**config.mk**
```make
export PLATFORM = sky130hd
export DESIGN_NAME = teras_result_reader_flat
export DESIGN_NICKNAME = d
export VERILOG_FILES = /design/src/rtl/teras_pkg.sv /design/src/rtl/teras_result_reader_if.sv /design/src/rtl/teras_sync_fifo.sv /design/src/rtl/teras_result_reader.sv /design/src/flat_wrapper.sv
export SDC_FILE = /design/constraint.sdc
export NUM_CORES = 1
export LEC_CHECK = 0
export BUFFER_PORTS_ARGS = -buffer_cell sky130_fd_sc_hd__buf_2
export CORE_ASPECT_RATIO = 1.75
export CORE_MARGIN = 3
export CORE_UTILIZATION = 52
export DETAILED_ROUTE_END_ITERATION = 6
export PLACE_DENSITY_LB_ADDON = 0.12
export SLEW_MARGIN = 0
export SYNTH_ARGS = -nofsm -noshare
export SYNTH_HDL_FRONTEND = slang
export SYNTH_SLANG_ARGS = --single-unit
```
**constraint.sdc**
```tcl
create_clock -name clk -period 4.25 [get_ports clk]
set_input_delay 0.425 -clock clk [delete_from_list [all_inputs] [get_ports clk]]
set_output_delay 0.425 -clock clk [all_outputs]
set_load 0.005 [all_outputs]
```
**src/rtl/teras_pkg.sv**
```systemverilog
`default_nettype none
// ============================================================================
//  Module      : teras_pkg
//  Description : Shared register offsets, STATUS bit positions and helpers
//                for the teras Wishbone bridges.
//  Revision    : 1.0 - initial release
// ============================================================================
package teras_pkg;

  // Register offsets, decoded from wbs_adr_i[3:2]
  localparam logic [1:0] TR_ADDR_DATA   = 2'd0;
  localparam logic [1:0] TR_ADDR_STATUS = 2'd1;

  // STATUS bit positions
  localparam int TR_ST_EMPTY     = 0;
  localparam int TR_ST_FULL      = 1;
  localparam int TR_ST_UNDERFLOW = 2;
  localparam int TR_ST_LEVEL_LSB = 8;

  // Value returned by a DATA read on an empty FIFO
  localparam logic [31:0] TR_UNDERFLOW_DATA = 32'h0000_0000;

  // Assemble the STATUS word; every unlisted bit reads as zero
  function automatic logic [31:0] tr_status_word(input logic       empty,
                                                 input logic       full,
                                                 input logic       underflow,
                                                 input logic [7:0] level);
    logic [31:0] w;
    w = 32'h0;
    w[TR_ST_EMPTY]     = empty;
    w[TR_ST_FULL]      = full;
    w[TR_ST_UNDERFLOW] = underflow;
    w[TR_ST_LEVEL_LSB +: 8] = level;
    return w;
  endfunction

endpackage
`default_nettype wire

```
**src/rtl/teras_result_reader_if.sv**
```systemverilog
`default_nettype none
// ============================================================================
//  Module      : teras_result_reader_if
//  Description : Result stream (rts/rtr/data) plus Wishbone slave bus seen
//                by the result reader.
//  Revision    : 1.0 - initial release
// ============================================================================
interface teras_result_reader_if #(
  parameter int DATA_WIDTH = 32
);
  logic                  rts_i;
  logic                  rtr_o;
  logic [DATA_WIDTH-1:0] data_i;
  logic                  wbs_stb_i;
  logic                  wbs_cyc_i;
  logic                  wbs_we_i;
  logic [3:0]            wbs_sel_i;
  logic [31:0]           wbs_adr_i;
  logic [31:0]           wbs_dat_i;
  logic                  wbs_ack_o;
  logic [31:0]           wbs_dat_o;
  logic                  not_empty_o;

  // The reader block itself
  modport slave (
    input  rts_i, data_i, wbs_stb_i, wbs_cyc_i, wbs_we_i, wbs_sel_i,
           wbs_adr_i, wbs_dat_i,
    output rtr_o, wbs_ack_o, wbs_dat_o, not_empty_o
  );

  // Producer of results and Wishbone requests
  modport master (
    output rts_i, data_i, wbs_stb_i, wbs_cyc_i, wbs_we_i, wbs_sel_i,
           wbs_adr_i, wbs_dat_i,
    input  rtr_o, wbs_ack_o, wbs_dat_o, not_empty_o
  );
endinterface
`default_nettype wire

```
**src/rtl/teras_sync_fifo.sv**
```systemverilog
`default_nettype none
// ============================================================================
//  Module      : teras_sync_fifo
//  Description : Single-clock FIFO with flush, level, empty and full.
//                Read data is the combinational head entry.
//  Revision    : 1.0 - initial release
// ============================================================================
module teras_sync_fifo #(
  parameter int DATA_WIDTH = 32,
  parameter int DEPTH      = 8
) (
  input  wire logic                    clk,
  input  wire logic                    rst_n,
  input  wire logic                    push,
  input  wire logic                    pop,
  input  wire logic                    flush,
  input  wire logic [DATA_WIDTH-1:0]   wr_data,
  output logic      [DATA_WIDTH-1:0]   rd_data,
  output logic      [$clog2(DEPTH):0]  level,
  output logic                         empty,
  output logic                         full
);
  localparam int AW = $clog2(DEPTH);
  localparam int LW = AW + 1;

  logic [DATA_WIDTH-1:0] r_mem [DEPTH];
  logic [AW-1:0]         r_wr_ptr;
  logic [AW-1:0]         r_rd_ptr;
  logic [LW-1:0]         r_level;
  logic                  w_do_push;
  logic                  w_do_pop;

  // Flush overrides both operations; pushes into a full FIFO are dropped
  assign w_do_push = push && !full  && !flush;
  assign w_do_pop  = pop  && !empty && !flush;

  assign empty   = (r_level == '0);
  assign full    = (r_level == LW'(DEPTH));
  assign level   = r_level;
  assign rd_data = r_mem[r_rd_ptr];

  // Storage array; no reset needed since reads are qualified by the level
  always_ff @(posedge clk) begin
    if (w_do_push) r_mem[r_wr_ptr] <= wr_data;
  end

  // Pointers wrap naturally at DEPTH; level tracks occupancy
  always_ff @(posedge clk or negedge rst_n) begin
    if (!rst_n) begin
      r_wr_ptr <= '0;
      r_rd_ptr <= '0;
      r_level  <= '0;
    end else if (flush) begin
      r_wr_ptr <= '0;
      r_rd_ptr <= '0;
      r_level  <= '0;
    end else begin
      if (w_do_push) r_wr_ptr <= r_wr_ptr + AW'(1);
      if (w_do_pop)  r_rd_ptr <= r_rd_ptr + AW'(1);
      r_level <= r_level + LW'(w_do_push) - LW'(w_do_pop);
    end
  end
endmodule
`default_nettype wire

```
**src/rtl/teras_result_reader.sv**
```systemverilog
`default_nettype none
// ============================================================================
//  Module      : teras_result_reader
//  Description : Drains the teras result stream into a FIFO and exposes it
//                to the management core as DATA/STATUS Wishbone registers.
//  Revision    : 1.0 - initial release
// ============================================================================
module teras_result_reader
  import teras_pkg::*;
#(
  parameter int DATA_WIDTH = 32,
  parameter int FIFO_DEPTH = 8
) (
  input  wire logic             clk,
  input  wire logic             rst_n,
  teras_result_reader_if.slave  bus
);
  localparam int LW = $clog2(FIFO_DEPTH) + 1;

  logic                  w_valid;
  logic                  w_act;
  logic [1:0]            w_reg;
  logic                  w_rd_data;
  logic                  w_push;
  logic                  w_pop;
  logic                  w_flush;
  logic                  w_clr_uf;
  logic [DATA_WIDTH-1:0] w_head;
  logic [LW-1:0]         w_level;
  logic [LW-1:0]         w_level_next;
  logic                  w_empty;
  logic                  w_full;
  logic [31:0]           w_rd_mux;
  logic                  w_unused;
  logic                  r_rtr;
  logic                  r_ack;
  logic [31:0]           r_dat;
  logic                  r_underflow;

  // A request is acted on once; the registered ack masks the held request
  assign w_valid   = bus.wbs_cyc_i && bus.wbs_stb_i;
  assign w_act     = w_valid && !r_ack;
  assign w_reg     = bus.wbs_adr_i[3:2];
  assign w_rd_data = w_act && !bus.wbs_we_i && (w_reg == TR_ADDR_DATA);
  assign w_pop     = w_rd_data && !w_empty;
  assign w_flush   = w_act && bus.wbs_we_i && (w_reg == TR_ADDR_STATUS) && bus.wbs_dat_i[0];
  assign w_clr_uf  = w_act && bus.wbs_we_i && (w_reg == TR_ADDR_STATUS) && bus.wbs_dat_i[2];
  assign w_push    = bus.rts_i && r_rtr;

  assign bus.rtr_o       = r_rtr;
  assign bus.wbs_ack_o   = r_ack;
  assign bus.wbs_dat_o   = r_dat;
  assign bus.not_empty_o = !w_empty;

  // Byte selects and undecoded address/data bits have no function
  assign w_unused = ^{bus.wbs_sel_i, bus.wbs_adr_i[31:4], bus.wbs_adr_i[1:0],
                      bus.wbs_dat_i[31:3], bus.wbs_dat_i[1]};

  teras_sync_fifo #(
    .DATA_WIDTH (DATA_WIDTH),
    .DEPTH      (FIFO_DEPTH)
  ) u_fifo (
    .clk     (clk),
    .rst_n   (rst_n),
    .push    (w_push),
    .pop     (w_pop),
    .flush   (w_flush),
    .wr_data (bus.data_i),
    .rd_data (w_head),
    .level   (w_level),
    .empty   (w_empty),
    .full    (w_full)
  );

  // Occupancy after this edge; a same-cycle pop cannot free space for rtr
  always_comb begin
    w_level_next = w_level;
    if (w_flush) w_level_next = '0;
    else         w_level_next = w_level + LW'(w_push) - LW'(w_pop);
  end

  // Read-data selection by register offset
  always_comb begin
    w_rd_mux = 32'h0;
    case (w_reg)
      TR_ADDR_DATA:   w_rd_mux = w_empty ? TR_UNDERFLOW_DATA : 32'(w_head);
      TR_ADDR_STATUS: w_rd_mux = tr_status_word(w_empty, w_full, r_underflow, 8'(w_level));
      default:        w_rd_mux = 32'h0;
    endcase
  end

  // Stream-ready, Wishbone response registers and sticky underflow flag
  always_ff @(posedge clk or negedge rst_n) begin
    if (!rst_n) begin
      r_rtr       <= 1'b0;
      r_ack       <= 1'b0;
      r_dat       <= 32'h0;
      r_underflow <= 1'b0;
    end else begin
      r_rtr <= (w_level_next < LW'(FIFO_DEPTH));
      r_ack <= w_act;
      if (w_act && !bus.wbs_we_i) r_dat <= w_rd_mux;
      if (w_rd_data && w_empty) r_underflow <= 1'b1;
      else if (w_clr_uf)        r_underflow <= 1'b0;
    end
  end
endmodule
`default_nettype wire

```
**src/flat_wrapper.sv**
```systemverilog
// flat-port wrapper written by rule: the top's interface ports become plain ports
module teras_result_reader_flat import teras_pkg::*;
#(
  parameter int DATA_WIDTH = 32,
  parameter int FIFO_DEPTH = 8
)
  (clk, rst_n, bus_rts_i, bus_data_i, bus_wbs_stb_i, bus_wbs_cyc_i, bus_wbs_we_i, bus_wbs_sel_i, bus_wbs_adr_i, bus_wbs_dat_i, bus_rtr_o, bus_wbs_ack_o, bus_wbs_dat_o, bus_not_empty_o);
  teras_result_reader_if #(.DATA_WIDTH(DATA_WIDTH)) bus_i ();
  input  wire logic clk;
  input  wire logic rst_n;
  input wire logic [$bits(bus_i.rts_i)-1:0] bus_rts_i;
  input wire logic [$bits(bus_i.data_i)-1:0] bus_data_i;
  input wire logic [$bits(bus_i.wbs_stb_i)-1:0] bus_wbs_stb_i;
  input wire logic [$bits(bus_i.wbs_cyc_i)-1:0] bus_wbs_cyc_i;
  input wire logic [$bits(bus_i.wbs_we_i)-1:0] bus_wbs_we_i;
  input wire logic [$bits(bus_i.wbs_sel_i)-1:0] bus_wbs_sel_i;
  input wire logic [$bits(bus_i.wbs_adr_i)-1:0] bus_wbs_adr_i;
  input wire logic [$bits(bus_i.wbs_dat_i)-1:0] bus_wbs_dat_i;
  output wire logic [$bits(bus_i.rtr_o)-1:0] bus_rtr_o;
  output wire logic [$bits(bus_i.wbs_ack_o)-1:0] bus_wbs_ack_o;
  output wire logic [$bits(bus_i.wbs_dat_o)-1:0] bus_wbs_dat_o;
  output wire logic [$bits(bus_i.not_empty_o)-1:0] bus_not_empty_o;
  assign bus_i.rts_i = bus_rts_i;
  assign bus_i.data_i = bus_data_i;
  assign bus_i.wbs_stb_i = bus_wbs_stb_i;
  assign bus_i.wbs_cyc_i = bus_wbs_cyc_i;
  assign bus_i.wbs_we_i = bus_wbs_we_i;
  assign bus_i.wbs_sel_i = bus_wbs_sel_i;
  assign bus_i.wbs_adr_i = bus_wbs_adr_i;
  assign bus_i.wbs_dat_i = bus_wbs_dat_i;
  assign bus_rtr_o = bus_i.rtr_o;
  assign bus_wbs_ack_o = bus_i.wbs_ack_o;
  assign bus_wbs_dat_o = bus_i.wbs_dat_o;
  assign bus_not_empty_o = bus_i.not_empty_o;
  teras_result_reader #(.DATA_WIDTH(DATA_WIDTH), .FIFO_DEPTH(FIFO_DEPTH)) u_core (.clk(clk), .rst_n(rst_n), .bus(bus_i));
endmodule
```
==> summary.txt, run 1 <==
Cells and area
  • Layout overhead on the synthesized area: 15.1%
  • Layout cells sized above 1: 31.1%
  • Filler cell count: around 1600
  • Commonest non-fill, non-tap cell in the layout: edfxtp_1
  • Layout net count: 785
  • Non-Filler Instances: 981
  • Util after Layout: 61.5%
  • Post-Layout Inst Area: 13300 um^2
  • Commonest cells after routing, fill and taps aside: edfxtp_1, buf_2, mux4_2, nand2_1, dfrtp_1

Floorplanning
  • Core area: 21700 um^2
  • I/O Pins: 141
  • Die area: 24200 um^2
  • Die Ht: 203 um
  • Overall die width: 119 um
  • Initial Util: between 50% and 60%
  • Rows: 71

Pwr
  • Total power: 7.79 mW
  • Pwr/cell area: 584 nW/um^2
  • Leak: roughly 4.6 nW
  • Worst vdd rail ir drop: 464 uV

Route
  • Vias: 5580
  • Detailed Route Iter0 Violations: between 300 and 400
  • Met2 wire len: 12.1 mm
  • Final ANT Viol Nets: 0
  • M1 wire length: 9.12 mm
  • 1st-pass router iterations: 4
  • Avg WL per Cell: 23.1 um
  • DRT Wirelength: between 20 and 25 mm
  • Max layer used: met4
  • Post-DR vias/cell: between 5 and 6
  • Met3 WL: 1.10 mm
  • Residual DRC: 0

Yosys
  • Seq/Total Area, Yosys: 76.1%
  • Synth Area in Adders: approximately 1.3%
  • Synthesized area: between 10000 and 15000 um^2
  • Yosys warns: 0
  • Post-synthesis xor/xnor area fraction: less than 1%
  • Gate Count Post-Synth: 575
  • Post-synthesis simple-gate area fraction: 3.27%
  • Largest family of logic cells by synthesized area: multiplexers
  • Synth Area in Compound Gates: under 10%
  • Synth cell types: 38
  • Syn nets: just under 700
  • Mux cell area share after synthesis: around 15%
  • Avg Cell Area, Syn: 20.1 um^2
  • FF+latch count, synth: 301

STA
  • Final setup viols: 0
  • Setup ws final: 1.19 ns
  • Period utilization: 72.0%
  • Fin Setup TNS: 0 ns
  • Layout Skew: 0.00805 ns
  • RSZ-0062 raised after global routing: false
  • Slew HR: 35.5%
  • Crit path time final: 3.06 ns
  • Hold Fails Final Rpt: 0
  • Hold WS: about 0.035 ns
  • Achievable frequency: approximately 330 MHz
  • Slew @ Worst Pin: 0.967 ns
  • Pins over their slew limit: 0

Global routing
  • Pin count of the biggest net entering global routing: 48
  • Initial antenna violation count: 1
  • Total gr overflow: 0
  • First-pass GRT wire length: roughly 36 mm
  • Vias in the first global route: a little over 6000
  • Gr usage total: 19.4%

CTS
  • Hold Buf Count CTS: 0
  • Clock sinks: approximately 300
  • Clock transition at the registers of the reported paths: 0.07 ns
  • Total CTS buffers: 26
  • Post-CTS setup repair buffer count: 0
  • PostCTS Resize Cnt: 0
  • Root Driver: clkbuf_16
  • Worst-skew pair later-pin latency: 0.52 ns
  • Clock Path Buffers: 3
  • H-Tree Depth: 1
  • CTS tree: built

Place
  • Dpl ws: 1.21 ns
  • Placed Cells: 932
  • PortBufs: 76
  • Post-DP HPWL: 13.2 mm
  • Placer Congestion: about 0.73
  • DP Area: between 10000 and 15000 um^2

Worst setup path
  • Crit end category: flop
  • CP max FO: 16
  • Critical Path RT: 4.65 ns
  • Largest delay contributor family on the critical path: simple AND/OR/NAND/NOR gates
  • CP Launch Type: flop
  • CP max stage delay: between 0.6 and 0.7 ns
  • Most common cell on crit path: ha_1
  • Setup CP Type: reg2reg
  • Crit-path slowest cell: or4_1
  • Critical path cell sequence: inv_1 > ha_1 > nor3b_1 > or4_1 > inv_2 > ha_1 > inv_1 > ha_1 > fa_1 > xnor2_1 > nor2_1
  • Buffer and inverter count on the worst path: 3
  • CP arrival: 3.46 ns

Min path
  • Hold/Removal Path Class: in2async

Outcome
  • Status: complete, no violations

Job
  • Max Cap Violations: 0
power by group:
part	switching, mW	internal (mW)
Clock	1.02	1.37
Sequential	0.298	3.60
Combinational	0.730	0.771
Total	2.05	5.74
synth_stat cells (all sizes together):
library cell  number  share of area, %
and3b              1             0.076
and2               2              0.11
or4                1             0.065
mux2i             34               2.9
and3               2              0.11
buf               18              0.93
o221ai             7              0.58
ha                10               1.1
o21ai             28               1.2
nand4              2              0.11
inv               12              0.39
or3b               1             0.076
nand4bb            1             0.097
nand2b             2              0.11
nor2b              1             0.054
and4b              1             0.086
nand3b             1             0.065
and4               2              0.15
nand2             45               1.5
nand3              4              0.17
nor3               2             0.086
mux4              64                12
edfxtp           256                66
a21o               1             0.065
nor2              12              0.39
a21oi              2             0.086
fa                 1              0.17
o41ai              1             0.076
xnor2              4              0.30
clkbuf            11              0.36
nor3b              1             0.065
dfrtp             45               9.7
routing by layer:
layer,track usage (%),vias to the layer above
li1,-,2495
met1,25.6,2942
met2,34.6,120
met3,2.89,23
met4,3.94,0
met5,0,-
cells by family (layout without fill, tap and decap cells):
family                   Yosys count  in the layout
adder cells (fa/ha/maj)           11             11
other                              0              1
multiplexers                      98             98
XOR/XNOR                           4              4
AND/OR/NAND/NOR                   81             81
flip-flops                       301            301
buffers and inverters             41            154
AO/OA/AOI/OAI                     39             39
registers in the layout, summed over array words and instances (netlist names):
| signal | cells |
|---|---|
| u_core.bus.wbs_dat_o | 32 |
| u_core.u_fifo.level | 4 |
| u_core.r_underflow | 1 |
| u_core.bus.rtr_o | 1 |
| u_core.u_fifo.r_rd_ptr | 3 |
| u_core.bus.wbs_ack_o | 1 |
| u_core.u_fifo.r_mem | 256 |
| u_core.u_fifo.r_wr_ptr | 3 |
path summary, 6_finish.rpt:
kind                       cells past startpoint  slack [ns]                         to                     from
min reg2reg                                    2        0.48    u_core.bus.wbs_dat_o[5]  u_core.bus.wbs_dat_o[5]
min in group clk                               2        0.11         u_core.r_underflow         bus_wbs_adr_i[2]
max reg2reg                                   11        1.19     u_core.u_fifo.level[2]   u_core.u_fifo.level[2]
max                                           11        1.19     u_core.u_fifo.level[2]   u_core.u_fifo.level[2]
min                                            1        0.04    u_core.bus.wbs_dat_o[7]                    rst_n
max in group asynchronous                      2        3.43  u_core.u_fifo.r_rd_ptr[1]                    rst_n
worst reg2reg max path, cell delays in order, from the launching register on:
cell	delay (ns)
dfrtp_1	0.38
inv_1	0.11
ha_1	0.15
nor3b_1	0.32
or4_1	0.69
inv_2	0.12
ha_1	0.31
inv_1	0.04
ha_1	0.20
fa_1	0.39
xnor2_1	0.18
nor2_1	0.05
layout make-up:
cell class                 count  area (um^2)  share of cell area (%)
sequential                   301         8820                    66.2
inverter                      12         45.0                   0.338
clock inverter                15          165                    1.24
clock buffer                  33          708                    5.31
antenna                        1         2.50                  0.0188
tap                          292          365                    2.74
timing repair buffer          94          591                    4.43
multi-input combinational    233         2640                    19.8
Power figures use the tool's default switching activity.
==> run 2, diff against run 1 <==
--- a/config.mk
+++ b/config.mk
@@ -8,7 +8,7 @@
 export BUFFER_PORTS_ARGS = -buffer_cell sky130_fd_sc_hd__buf_2
 export CORE_ASPECT_RATIO = 1.75
 export CORE_MARGIN = 3
-export CORE_UTILIZATION = 52
+export CORE_UTILIZATION = 58
 export DETAILED_ROUTE_END_ITERATION = 6
 export PLACE_DENSITY_LB_ADDON = 0.12
 export SLEW_MARGIN = 0
==> constraint.sdc (replaced) <==
create_clock -name clk -period 3 [get_ports clk]
set_input_delay 0.3 -clock clk [delete_from_list [all_inputs] [get_ports clk]]
set_output_delay 0.3 -clock clk [all_outputs]
set_load 0.005 [all_outputs]
==> run 2 against run 1 <==
Global-route usage increased by 2.3 points; flip-flop and latch count unchanged; sequential share of layout area decreased by 0.062 points; clock-buffer cell count increased by 6; critical path type unchanged.
==> summary.txt, run 2 (synthesis gave the netlist of run 1 again) <==
Place
  • PortBufs: 76
  • Placer Congestion: 0.810
  • Post-DP HPWL: 13.2 mm

Pwr
  • NetSw: 2.88 mW
  • Clock power share: 28.9%
  • Worst vdd rail ir drop: around 600 uV
  • Seq pwr share: 50.6%
  • Comb pwr share: 20.5%
  • Total power: 10.9 mW
  • Internal Power: between 8 and 9 mW
  • Pwr/cell area: 816 nW/um^2
  • Leak: 4.65 nW
  • Sw Ratio: between 20% and 30%

Floorplanning
  • Rows: 67
  • Core area: ~19000 um^2
  • I/O Pins: 141
  • Die Ht: just under 200 um
  • Overall die width: 113 um
  • Initial Util: 59.8%
  • Die area: ~22000 um^2

Worst setup path
  • CP max stage delay: 0.63 ns
  • CP arrival: 3.13 ns
  • Largest delay contributor family on the critical path: simple AND/OR/NAND/NOR gates
  • Buffer and inverter count on the worst path: 3
  • CP max FO: 4
  • Setup CP Type: reg2reg
  • Crit end category: flop
  • Critical path cell sequence: inv_1 > ha_1 > nor3b_1 > or4_1 > inv_1 > ha_1 > inv_1 > ha_1 > and4b_1 > o21ai_0 > and3_1 > o21ai_0
  • R2R setup slack: 0.25 ns
  • Crit-path slowest cell: or4_1
  • Critical Path RT: 3.38 ns
  • CP Launch Type: flop

CTS
  • PostCTS Resize Cnt: 0
  • Clock Path Buffers: 3
  • Root Driver: clkbuf_16
  • Clock transition at the registers of the reported paths: 0.07 ns
  • Clock sinks: 301
  • Worst-skew pair later-pin latency: 0.52 ns
  • CTS tree: built
  • H-Tree Depth: 1
  • Total CTS buffers: 27

Cells and area
  • Biggest register: u_core.u_fifo.r_mem
  • Max reg flops: 256
  • Layout cells sized above 1: 30.8%
  • Filler cell count: ~1200
  • Layout net count: ~800
  • Layout overhead on the synthesized area: 15.2%
  • Commonest cells after routing, fill and taps aside: edfxtp_1, buf_2, mux4_2, nand2_1, dfrtp_1
  • Commonest non-fill, non-tap cell in the layout: edfxtp_1

STA
  • Layout Skew: 0.0145 ns
  • Fin Setup TNS: 0 ns
  • Period utilization: 91.5%
  • Crit path time final: 2.75 ns
  • Slew @ Worst Pin: 0.821 ns
  • RSZ-0062 raised after global routing: false
  • Slew HR: a little under half
  • Hold WS: about 0.037 ns
  • Achievable frequency: 364 MHz
  • Hold Fails Final Rpt: 0
  • Final setup viols: 0
  • Pins over their slew limit: 0

Global routing
  • First-pass GRT wire length: 35.3 mm
  • Gr usage total: 21.7%
  • Initial antenna violation count: 2
  • Vias in the first global route: 6177
  • Pin count of the biggest net entering global routing: 41
  • Total gr overflow: 0

Route
  • Final ANT Viol Nets: 0
  • Avg WL per Cell: 24.0 um
  • Detailed Route Iter0 Violations: 382
  • 1st-pass router iterations: 5
  • Vias: 5661
  • Post-DR vias/cell: 6.01
  • DRT Wirelength: 22.6 mm
  • Residual DRC: 0

Outcome
  • Status: complete, no violations

Job
  • Max Cap Violations: 0

Min path
  • Hold/Removal Path Class: in2reg
==> run 2: layout make-up <==
class	count	area (um^2)	area share (%)
diodes	2	5.00	0.0375
clock buffers	39	751	5.63
clock inverters	11	58.8	0.441
inverters	12	45.0	0.338
multi-input cells	233	2650	19.8
flip-flops and latches	301	8820	66.1
well taps	241	302	2.26
repair buffers	103	716	5.36
==> run 2: power groups by stage <==
| stage | registers (mW) | logic, mW | clock network (mW) |
|---|---|---|---|
| after floorplan | 5.36 | 1.65 | 0 |
| after global placement | 5.57 | 2.22 | 0 |
| after detailed placement | 5.61 | 2.27 | 0 |
| after CTS | 5.53 | 2.29 | 3.22 |
| after global routing | 5.58 | 2.46 | 3.37 |
| final | 5.51 | 2.24 | 3.14 |
==> run 2: timing repair <==
| item | CTS | global route |
|---|---|---|
| hold buffers | 3 | 0 |
| buffers inserted | 0 | 0 |
| hold endpoints to repair | 12 | 0 |
==> run 2: metrics by stage <==
step	std cells	utilization [%]	instance area, um^2	setup WS, ns
6_report	942	68.9	13300	0.254
5_1_grt	942	68.9	13300	0.0344
4_1_cts	940	68.9	13300	0.248
3_5_place_dp	887	64.5	12500	0.272
3_3_place_gp	887	64.5	12500	0.337
2_1_floorplan	575	-	11600	-0.0934
==> run 2: final timing paths <==
kind / startpoint / end / depth (start not counted)
min reg2reg: u_core.bus.wbs_dat_o[5] / u_core.bus.wbs_dat_o[5] / 2
min in group asynchronous: rst_n / u_core.bus.wbs_dat_o[6] / 2
min: bus_data_i[31] / u_core.u_fifo.r_mem[2][31] / 1
max in group asynchronous: rst_n / u_core.u_fifo.r_rd_ptr[1] / 3
max reg2reg: u_core.u_fifo.level[2] / u_core.bus.rtr_o / 12
max: u_core.u_fifo.level[2] / u_core.bus.rtr_o / 12
==> run 2: routing by layer <==
| metal | up-vias | share of wire, % | GRT usage (%) |
|---|---|---|---|
| li1 | 2510 | - | - |
| met2 | 169 | 53 | 37.6 |
| met1 | 2941 | 39 | 28.8 |
| met5 | - | 0 | 0 |
| met3 | 41 | 5.5 | 3.00 |
| met4 | 0 | 2.4 | 7.08 |
==> run 3, diff against run 2 <==
--- a/config.mk
+++ b/config.mk
@@ -6,7 +6,7 @@
 export NUM_CORES = 1
 export LEC_CHECK = 0
 export BUFFER_PORTS_ARGS = -buffer_cell sky130_fd_sc_hd__buf_2
-export CORE_ASPECT_RATIO = 1.75
+export CORE_ASPECT_RATIO = 1.5
 export CORE_MARGIN = 3
 export CORE_UTILIZATION = 58
 export DETAILED_ROUTE_END_ITERATION = 6
==> run 3 against run 2 <==
Sequential share of layout area down 0.23 points; fmax up 1.8%; via count up 2.0%; non-clock buffer count up 8; critical endpoint is now u_core.u_fifo.level[3]; largest cell class unchanged.
==> summary.txt, run 3 (synthesis gave the netlist of run 1 again) <==
Place
  • PortBufs: 76
  • DP Area: 12500 um^2
  • Post-DP HPWL: between 10 and 15 mm
  • Placer Congestion: 0.738

STA
  • Crit path time final: approximately 2.7 ns
  • Fin Setup TNS: 0 ns
  • Period utilization: 89.9%
  • Layout Skew: 0.0117 ns
  • Pins over their slew limit: 0
  • Achievable frequency: around 370 MHz
  • Slew @ Worst Pin: about 0.80 ns
  • Hold Fails Final Rpt: 0
  • RSZ-0062 raised after global routing: false
  • Slew HR: a little under half
  • Final setup viols: 0

Worst setup path
  • CP Launch Type: flop
  • CP max FO: 4
  • CP arrival: 3.10 ns
  • Critical Path RT: around 3.4 ns
  • Crit end category: flop
  • Setup CP Type: reg2reg

Global routing
  • Initial antenna violation count: 3
  • Vias in the first global route: 6221
  • Pin count of the biggest net entering global routing: 41
  • Gr usage total: 22.0%
  • First-pass GRT wire length: 35.5 mm
  • Total gr overflow: 0

Route
  • Avg WL per Cell: 23.7 um
  • 1st-pass router iterations: 4
  • Post-DR vias/cell: between 5 and 6
  • DRT Wirelength: 22.8 mm
  • Vias: approximately 5800
  • Residual DRC: 0
  • Final ANT Viol Nets: 0
  • Detailed Route Iter0 Violations: 488

Pwr
  • Pwr/cell area: around 830 nW/um^2
  • Worst vdd rail ir drop: 620 uV
  • Total power: ~11 mW
  • Leak: 4.71 nW

CTS
  • Clock transition at the registers of the reported paths: 0.07 ns
  • Post-CTS setup repair buffer count: 0
  • Clock Path Buffers: 3
  • Clock sinks: 301
  • Hold Buf Count CTS: 3
  • CTS tree: built
  • Worst-skew pair later-pin latency: 0.53 ns
  • Total CTS buffers: 26
  • Root Driver: clkbuf_16
  • H-Tree Depth: 1
  • PostCTS Resize Cnt: 0

Cells and area
  • Layout overhead on the synthesized area: 15.6%
  • Register Area: 8820 um^2
  • Filler cell count: 1255
  • Layout cells sized above 1: 32.5%
  • Commonest non-fill, non-tap cell in the layout: edfxtp_1
  • Commonest cells after routing, fill and taps aside: edfxtp_1, buf_2, mux4_2, nand2_1, dfrtp_1
  • Biggest register: u_core.u_fifo.r_mem
  • Max reg flops: 256
  • Layout net count: 802
  • Post-Layout Inst Area: 13400 um^2
  • Multi-input logic area: between 2000 and 3000 um^2

Floorplanning
  • Die area: 21700 um^2
  • Initial Util: 59.7%
  • Core area: 19400 um^2
  • Die Ht: approximately 180 um
  • Rows: 62
  • Overall die width: 121 um
  • I/O Pins: between 100 and 150

Outcome
  • Status: complete, no violations

Min path
  • Hold/Removal Path Class: in2reg

Job
  • Max Cap Violations: 0
==> run 3: changes by cell type in the layout (fill, tap and decap cells not counted), sizes merged <==
| cell | before | now |
|---|---|---|
| buf | 100 | 108 |
| bufinv | 0 | 3 |
| clkbuf | 39 | 30 |
| clkinv | 9 | 13 |
| clkinvlp | 0 | 1 |
| diode | 2 | 3 |
| inv | 14 | 13 |
==> run 3: critical path, stage by stage, from the launching register on <==
cell	delay [ns]
dfrtp_1	0.38
inv_1	0.11
ha_1	0.18
or3b_2	0.48
and3_1	0.21
buf_4	0.15
nand2_1	0.06
ha_1	0.13
inv_1	0.06
ha_1	0.28
a21o_1	0.16
a21oi_1	0.17
xnor2_1	0.14
nor2_1	0.05
==> run 3: power by group <==
group / switching [mW] / total, mW / internal [mW]
clock: 1.44 / 3.39 / 1.95
sequential: 0.372 / 5.48 / 5.10
combinational: 1.12 / 2.26 / 1.14
==> run 3: final cells by class <==
cell class                 count  share of cell area, %
sequential                   301                   65.9
antenna                        3                 0.0561
clock buffer                  30                   5.28
timing repair buffer         111                   5.05
clock inverter                18                   1.26
multi-input combinational    233                   19.8
tap                          256                   2.39
inverter                      12                  0.336
==> run 3: path summary, 6_finish.rpt <==
kind,from,slack (ns),depth (start not counted),endpoint
worst max-delay path,u_core.u_fifo.level[2],0.30,13,u_core.u_fifo.level[3]
worst min-delay path,bus_data_i[28],0.04,1,u_core.u_fifo.r_mem[4][28]
worst max register to register,u_core.u_fifo.level[2],0.30,13,u_core.u_fifo.level[3]
worst min register to register,u_core.bus.wbs_dat_o[15],0.48,2,u_core.bus.wbs_dat_o[15]
max in group asynchronous,rst_n,1.85,3,u_core.bus.wbs_dat_o[22]
min in group asynchronous,rst_n,0.33,2,u_core.bus.wbs_dat_o[14]
==> run 3: metrics by stage <==
stage               hold WS, ns  cells  worst slack, ns  util, %
floorplan               0.00441    575          -0.0934        -
global placement          0.372    910            0.370     64.3
detailed placement        0.376    910            0.324     64.3
CTS                      0.0163    961            0.297     69.0
finish                   0.0419    964            0.303     69.1
global route             0.0300    964            0.174     69.1
==> run 3: metal layers <==
metal,vias to the layer above,part of all wire (%),global-route usage (%)
li1,2526,-,-
met1,3051,41,30.6
met2,165,52,37.7
met3,32,5.3,2.65
met4,0,1.9,5.65
met5,-,0,0
